==> config.mk <==
export PLATFORM = sky130hd
export DESIGN_NAME = uart_rx_fifo
export DESIGN_NICKNAME = d
export VERILOG_FILES = /design/src/rtl/uart_pkg.sv /design/src/rtl/sync_2ff.sv /design/src/rtl/uart_rx_fifo.sv
export SDC_FILE = /design/constraint.sdc
export NUM_CORES = 1
export LEC_CHECK = 0
export ABC_AREA = 1
export CORE_MARGIN = 1
export CORE_UTILIZATION = 60
export DETAILED_ROUTE_END_ITERATION = 8
export GPL_ROUTABILITY_DRIVEN = 0
export PLACE_DENSITY = 0.8
export REMOVE_ABC_BUFFERS = 1
export SLEW_MARGIN = 0
export SYNTH_ARGS = -nofsm -noshare
export SYNTH_HDL_FRONTEND = slang
export SYNTH_SLANG_ARGS = --single-unit
==> constraint.sdc <==
create_clock -name cpu_clk -period 4.28 [get_ports cpu_clk]
set_input_delay 0.856 -clock cpu_clk [delete_from_list [all_inputs] [get_ports cpu_clk]]
set_output_delay 0.856 -clock cpu_clk [all_outputs]
set_load 0.01 [all_outputs]
==> src/rtl/uart_pkg.sv <==
// Shared UART constants for the peripheral register file and the RX buffer.
package uart_pkg;

  // Default sizing of the receive buffer.
  localparam int UART_RX_DEPTH = 16;
  localparam int UART_RX_AW    = 4;
  localparam int UART_BYTE_W   = 8;

  // Register offsets. The peripheral decodes these to produce pop (read of RXD)
  // and clr_ovr (write of CON).
  localparam logic [7:0] UART_TXD_OFS = 8'h18;
  localparam logic [7:0] UART_RXD_OFS = 8'h1C;
  localparam logic [7:0] UART_CON_OFS = 8'h20;

endpackage

==> src/rtl/sync_2ff.sv <==
// Two-flop synchroniser for a single-bit level from another clock domain.
// The reset value is a parameter so that idle-high sources can reset high
// and produce no false edge when reset is released.
module sync_2ff #(
  parameter logic RESET_VAL = 1'b0
) (
  input  logic cpu_clk,
  input  logic reset,
  input  logic d,
  output logic q
);

  logic s1;

  // Two flops in series: the first may go metastable, the second settles it.
  always_ff @(posedge cpu_clk or negedge reset) begin
    if (!reset) begin
      s1 <= RESET_VAL;
      q  <= RESET_VAL;
    end else begin
      s1 <= d;
      q  <= s1;
    end
  end

endmodule

==> src/rtl/uart_rx_fifo.sv <==
// Receive buffer between the UART receiver and the CPU register file.
// Rising edges of the synchronised rx_status flag push rx_data into a
// show-ahead FIFO; the CPU sees the head byte, occupancy, a sticky overrun
// flag and a registered interrupt request.
//
// Transfer rules: a push is offered for exactly one cycle per rx_status edge
// and has no backpressure -- it is accepted when the FIFO is not full, or when
// full with a pop in the same cycle; otherwise the byte is dropped and overrun
// is set. A pop is a one-cycle request that is honoured only when the FIFO is
// non-empty and is silently ignored when empty.
module uart_rx_fifo
  import uart_pkg::*;
#(
  parameter int DEPTH = UART_RX_DEPTH,
  parameter int AW    = UART_RX_AW
) (
  input  logic                   cpu_clk,
  input  logic                   reset,
  input  logic                   rx_status,
  input  logic [UART_BYTE_W-1:0] rx_data,
  input  logic                   pop,
  input  logic                   clr_ovr,
  input  logic                   irq_en,
  output logic [UART_BYTE_W-1:0] rd_data,
  output logic                   empty,
  output logic                   full,
  output logic [AW:0]            count,
  output logic                   overrun,
  output logic                   irq
);

  localparam logic [AW:0] FULL_CNT = (AW+1)'(DEPTH);

  logic                   s2;
  logic                   s2d;
  logic                   push;
  logic                   do_push;
  logic                   do_pop;
  logic                   drop;
  logic [AW-1:0]          wptr;
  logic [AW-1:0]          rptr;
  logic [UART_BYTE_W-1:0] mem [DEPTH];

  // Synchronise the frame-done flag; resets high so an idle-high line is quiet.
  sync_2ff #(
    .RESET_VAL (1'b1)
  ) u_rx_status_sync (
    .cpu_clk (cpu_clk),
    .reset   (reset),
    .d       (rx_status),
    .q       (s2)
  );

  // Delayed copy of the synchronised flag for rising-edge detection.
  always_ff @(posedge cpu_clk or negedge reset) begin
    if (!reset) s2d <= 1'b1;
    else        s2d <= s2;
  end

  // Derive the effective push/pop/drop for this cycle.
  always_comb begin
    push    = s2 & ~s2d;
    do_pop  = pop & ~empty;
    // When full, empty is low, so a pop here is always effective and frees a slot.
    do_push = push & (~full | pop);
    drop    = push & full & ~pop;
  end

  // Write port; memory contents are deliberately not reset.
  always_ff @(posedge cpu_clk) begin
    if (do_push) mem[wptr] <= rx_data;
  end

  // Pointers, occupancy and the sticky overrun flag.
  always_ff @(posedge cpu_clk or negedge reset) begin
    if (!reset) begin
      wptr    <= '0;
      rptr    <= '0;
      count   <= '0;
      overrun <= 1'b0;
    end else begin
      if (do_push) wptr <= wptr + AW'(1);
      if (do_pop)  rptr <= rptr + AW'(1);
      if (do_push && !do_pop)      count <= count + (AW+1)'(1);
      else if (do_pop && !do_push) count <= count - (AW+1)'(1);
      // A drop in the same cycle as a clear must not be lost.
      if (drop)         overrun <= 1'b1;
      else if (clr_ovr) overrun <= 1'b0;
    end
  end

  // Registered interrupt request, one cycle behind the empty flag.
  always_ff @(posedge cpu_clk or negedge reset) begin
    if (!reset) irq <= 1'b0;
    else        irq <= irq_en & ~empty;
  end

  // Status flags and show-ahead head byte, all from registered state.
  always_comb begin
    empty   = (count == '0);
    full    = (count == FULL_CNT);
    rd_data = empty ? '0 : mem[rptr];
  end

endmodule

* After elaboration in Yosys (flattened, before gate mapping)
Memory sizes are Yosys's and may differ from the RTL's. Index checks and enable logic that the tools add are counted.
Word-level totals: register bits after elaboration 18, bits in latches 0, RAM bits 128, bits in read-only memories 0, bits of input ports 14, output and inout port bits 17, logic and storage cells 39, memories kept 1
Operators by class: $add $sub $neg 4, multipliers 0, divide/modulo/power cells 0, magnitude comparators 0, equality and inequality tests 1, shift operators 0, mux-type cells 7, bitwise gates (word level) 11, reductions and logical operators 7
Memories:
- mem | words 16, width 8, read ports 1, clocked after memory_dff 0, wr ports 1, RTL line uart_rx_fifo.sv:42 | logic [UART_BYTE_W-1:0] mem [DEPTH];
Operator list (number):
- 5-bit 2-to-1 mux | 2
- 4-bit by 1-bit adder with 4-bit output (second input constant) | 2
- 8-bit 2-to-1 mux | 1
- 1-bit AND | 6
- 5-bit by 1-bit adder with 5-bit output (second input constant) | 1
- 5-bit == test (second input constant) | 1
- 5-bit zero test | 1
- 5-bit by 1-bit subtractor with 5-bit output (second input constant) | 1
- 1-bit 2-to-1 mux | 4
- 1-bit inverter | 4
- 2-bit nonzero test | 2
- 1-bit logical AND | 2
- 1-bit zero test | 2
- 1-bit OR | 1

* Depth between registers and ports, before layout
word-level depth 8, gate-level depth with buffers 15, mapped depth without buffers 15

* By module
From an unflattened synthesis, not the netlist that was laid out.
Unflattened totals: cell total of the unflattened synthesis 543, area, all modules 6242.2 um^2
By module, submodules not included:
- uart_rx_fifo | times used 1, cells an instance 541, area each 6189.7 um^2, seq. area each 4245.3 um^2
- sync_2ff | times used 1, cells an instance 2, area each 52.6 um^2, seq. area each 52.6 um^2

* Worst setup path before layout
Ideal clock, no wire load.
path type input-to-reg, from in pop, to reg count[4], library setup time 66 ps, arrival 2293 ps, required time 4214 ps, slack 1922 ps, stages on the path 13, path buffers 0, cells stage by stage inv_1 > nand2_2 > nand2_4 > inv_4 > ha_1 > inv_1 > fa_1 > nand2_1 > nand2_1 > a21oi_1 > xor2_1 > nand2_1 > nand2_1
On the way: cells in the longest elaborated chain, start to end 5, elaborated cells on any way between the ends 9, those cells by class mux: 1; bitwise: 3; reduce/logical: 5
Ends and longest elaborated chain:
- start, declared | RTL line uart_rx_fifo.sv:21 | input logic pop,
- 1-bit OR (*) | RTL line uart_rx_fifo.sv:65 | do_push = push & (~full | pop);
- 1-bit AND (*) | RTL line uart_rx_fifo.sv:65
- via do_push | RTL line uart_rx_fifo.sv:37 | logic do_push;
- 1-bit zero test | RTL line uart_rx_fifo.sv:85 | else if (do_pop && !do_push) count <= count - (AW+1)'(1);
- 1-bit logical AND | RTL line uart_rx_fifo.sv:85
- 2-bit nonzero test (no line)
- end signal, assigned | RTL line uart_rx_fifo.sv:84 | if (do_push && !do_pop) count <= count + (AW+1)'(1);
- end signal, assigned | RTL line uart_rx_fifo.sv:85
- end, declared | RTL line uart_rx_fifo.sv:27 | output logic [AW:0] count,
Mark *: on every way through the listed nets, which the timed path passes. The rest lies on a longest branch. A chain may end at the register's enable or synchronous reset.

* Final worst setup path
from reg rptr[1], to out rd_data[4]
On the way: cells in the longest elaborated chain, start to end 2
Ends and longest elaborated chain:
- start, declared | RTL line uart_rx_fifo.sv:41 | logic [AW-1:0] rptr;
- start signal, assigned | RTL line uart_rx_fifo.sv:83 | if (do_pop) rptr <= rptr + AW'(1);
- memory read 16 x 8 bit
- 8-bit 2-to-1 mux | RTL line uart_rx_fifo.sv:102 | rd_data = empty ? '0 : mem[rptr];
- end, declared | RTL line uart_rx_fifo.sv:24 | output logic [UART_BYTE_W-1:0] rd_data,
Every way passes these cells.

==> impl_metrics.json <==
{
  "hpwl_mm": 8.12,
  "wl_per_cell_um": 17.9,
  "diodes": 0,
  "crit_arrival_ns": 2.90,
  "clockBufferDepth": 2,
  "grt_overflow_total": 0,
  "final_max_slew_viol_count": 0,
  "min_period_ns": 3.75,
  "tightest_slew_ns": 0.891,
  "min_path_type": "flip-flop to flip-flop",
  "areaGrowthSynthToFinish_pct": 18.4,
  "synthArstFlopShare": 0.123,
  "cts_root_buffer": "clkbuf_8",
  "via_count": 4237,
  "synth_flop_cell": "edfxtp_1",
  "cp-start-kind": "flip-flop",
  "cts_sinks": 146,
  "die-width_um": 104,
  "worstSetupPathType": "flip-flop to primary output",
  "postRouteAntennaNets": 0,
  "synthDistinctLibCells": 27,
  "yosys-top-cells-area": "edfxtp_1, nand2_1, nand3_1",
  "stdcell_area_um2": 7390,
  "multiInputGateArea_um2": 1670,
  "clk_pin_slew_ns": 0.06,
  "die_y_um": 104,
  "ys_seq_area_frac": 0.689,
  "fill_cells": 615,
  "drive_gt1_frac": 0.115,
  "port_buffers": 30,
  "synth.top_cell.area_share": 0.616,
  "hold_violations": 0,
  "yosysMostFrequentCell": "nand2_1",
  "drt-initial-drc-count": 396,
  "powerDensity_nw_per_um2": 722,
  "groute.usage.overall": 0.265,
  "hold_buffers": 0,
  "layout.nets": 609,
  "end_kind": "primary output",
  "grt_pass1_wl_mm": 21.3,
  "worstPathRequired_ns": 3.42,
  "drt-pass1-iter-count": 5,
  "post_cts_resized": 0,
  "antenna_found_initial": 0,
  "post_cts_buffers": 0,
  "grt_max_degree": 67,
  "hold_depth": 0,
  "grt_pass1_vias": 4314,
  "wl_mm": 13.1,
  "synth.top_cells.by_count": "nand2_1, edfxtp_1, nand3_1",
  "fin_tns_setup_ns": 0,
  "min_period_over_period": 0.877,
  "viasPerCell": 5.80,
  "coreArea_um2": 9910,
  "cap_violations": 0,
  "rsz0062_at_grt": "no",
  "syn_area_per_cell_um2": 11.5,
  "cts_max_level": 4,
  "tritoncts": "yes",
  "slew_headroom": 0.403,
  "p_leak_nw": 2.84,
  "netlist_instances": 543,
  "peakVddDrop_uv": 418,
  "syn_area_um2": 6240,
  "drc_errors": 0,
  "top_level_ports": 31,
  "reg2reg_depth": 14,
  "cp_max_fo": 33,
  "synth_edf_count": 128,
  "fmax_mhz": 266,
  "ys_warn_count": 0,
  "synth_seq_cells": 146,
  "start_util": 0.630,
  "setup_viol": 0,
  "die_area_um2": 10800,
  "clock_latency_ns": 0.53,
  "seqCellArea_um2": 4300,
  "num_rows": 36,
  "outcome": "complete, no violations",
  "finalClockSkew_ns": 0.00621,
  "yosysTopAreaCell": "edfxtp_1",
  "post_dp_cell_area_um2": 6660,
  "numCtsBuffers": 17
}
[cells by family after synthesis]
kind of cell             count (synthesis)  synth area share
XOR/XNOR                                 9            0.0126
flip-flops                             146             0.689
adder cells (fa/ha/maj)                 10            0.0212
AO/OA/AOI/OAI                           15            0.0132
buffers and inverters                   48            0.0439
AND/OR/NAND/NOR                        315             0.220
[routing by layer]
metal / part of all wire / track usage / vias up
met1: 0.38 / 0.331 / 1995
met3: 0.097 / 0.0771 / 35
met5: 0 / 0 / -
met2: 0.50 / 0.430 / 250
li1: - / - / 1957
met4: 0.023 / 0.119 / 0
[where the power goes]
group | total, mW | internal, mW | leakage (nW) | switching (mW)
Clock | 1.80 | 1.24 | 0.347 | 0.556
Sequential | 1.82 | 1.68 | 1.37 | 0.143
Combinational | 1.72 | 0.634 | 1.13 | 1.08
Total | 5.33 | 3.55 | 2.84 | 1.78
[layout by cell type, fill, tap and decap left out, types with 5 or more instances in the layout]
master           Yosys  final
clkbuf_16            0     16
nand2_1            184    184
nor2_1               5      5
xor2_1               8      8
ha_1                 9      9
a21oi_1             10     10
dfrtp_1             15     14
edfxtp_1           128    128
clkdlybuf4s50_1      0     30
inv_1               15     15
nand3_1            104    104
nor3_1              15     15
bufinv_16            0      9
buf_4                5     19
inv_2                6      6
[critical path, stage by stage, from the launching register on]
cell	delay, ns
dfrtp_1	0.59
inv_2	0.38
nand3_1	0.20
nand3_1	0.10
nand2_1	0.14
nand2_1	0.06
a21oi_1	0.28
clkdlybuf4s50_1	0.60
[flip-flops by register name, indices dropped and copies added (netlist names)]
signal / cells
count: 5
irq: 1
mem: 128
overrun: 1
rptr: 4
s2d: 1
u_rx_status_sync.q: 1
u_rx_status_sync.s1: 1
wptr: 4
[cell type report]
cell class,count,share of cell area
inverters,22,0.0115
well taps,133,0.0225
clock inverters,14,0.0417
repair buffers,49,0.0599
flip-flops and latches,146,0.582
multi-input cells,349,0.226
clock buffers,18,0.0566
[metrics by stage]
stage                     setup slack [ns]  hold WS, ns   util  cells  total power [mW]
after CTS                            0.569        0.367  0.746    731              5.34
after global placement                1.16        0.354  0.672    699              3.47
after global routing                 0.361        0.367  0.746    731              5.62
final                                0.525        0.363  0.746    731              5.33
after detailed placement              1.05        0.355  0.672    699              3.54
after floorplan                      0.961        0.345      -    517              2.86
[path summary, 6_finish.rpt]
| check | startpoint | end | slack (ns) |
|---|---|---|---|
| setup reg to reg | count[0] | count[4] | 1.75 |
| min in group asynchronous | reset | count[0] | 0.81 |
| hold reg to reg | u_rx_status_sync.s1 | u_rx_status_sync.q | 0.36 |
| max in group asynchronous | reset | rptr[0] | 2.89 |
| hold / removal | u_rx_status_sync.s1 | u_rx_status_sync.q | 0.36 |
| setup / recovery | rptr[1] | rd_data[4] | 0.53 |
No activity file was read; power rests on OpenSTA's default activity.
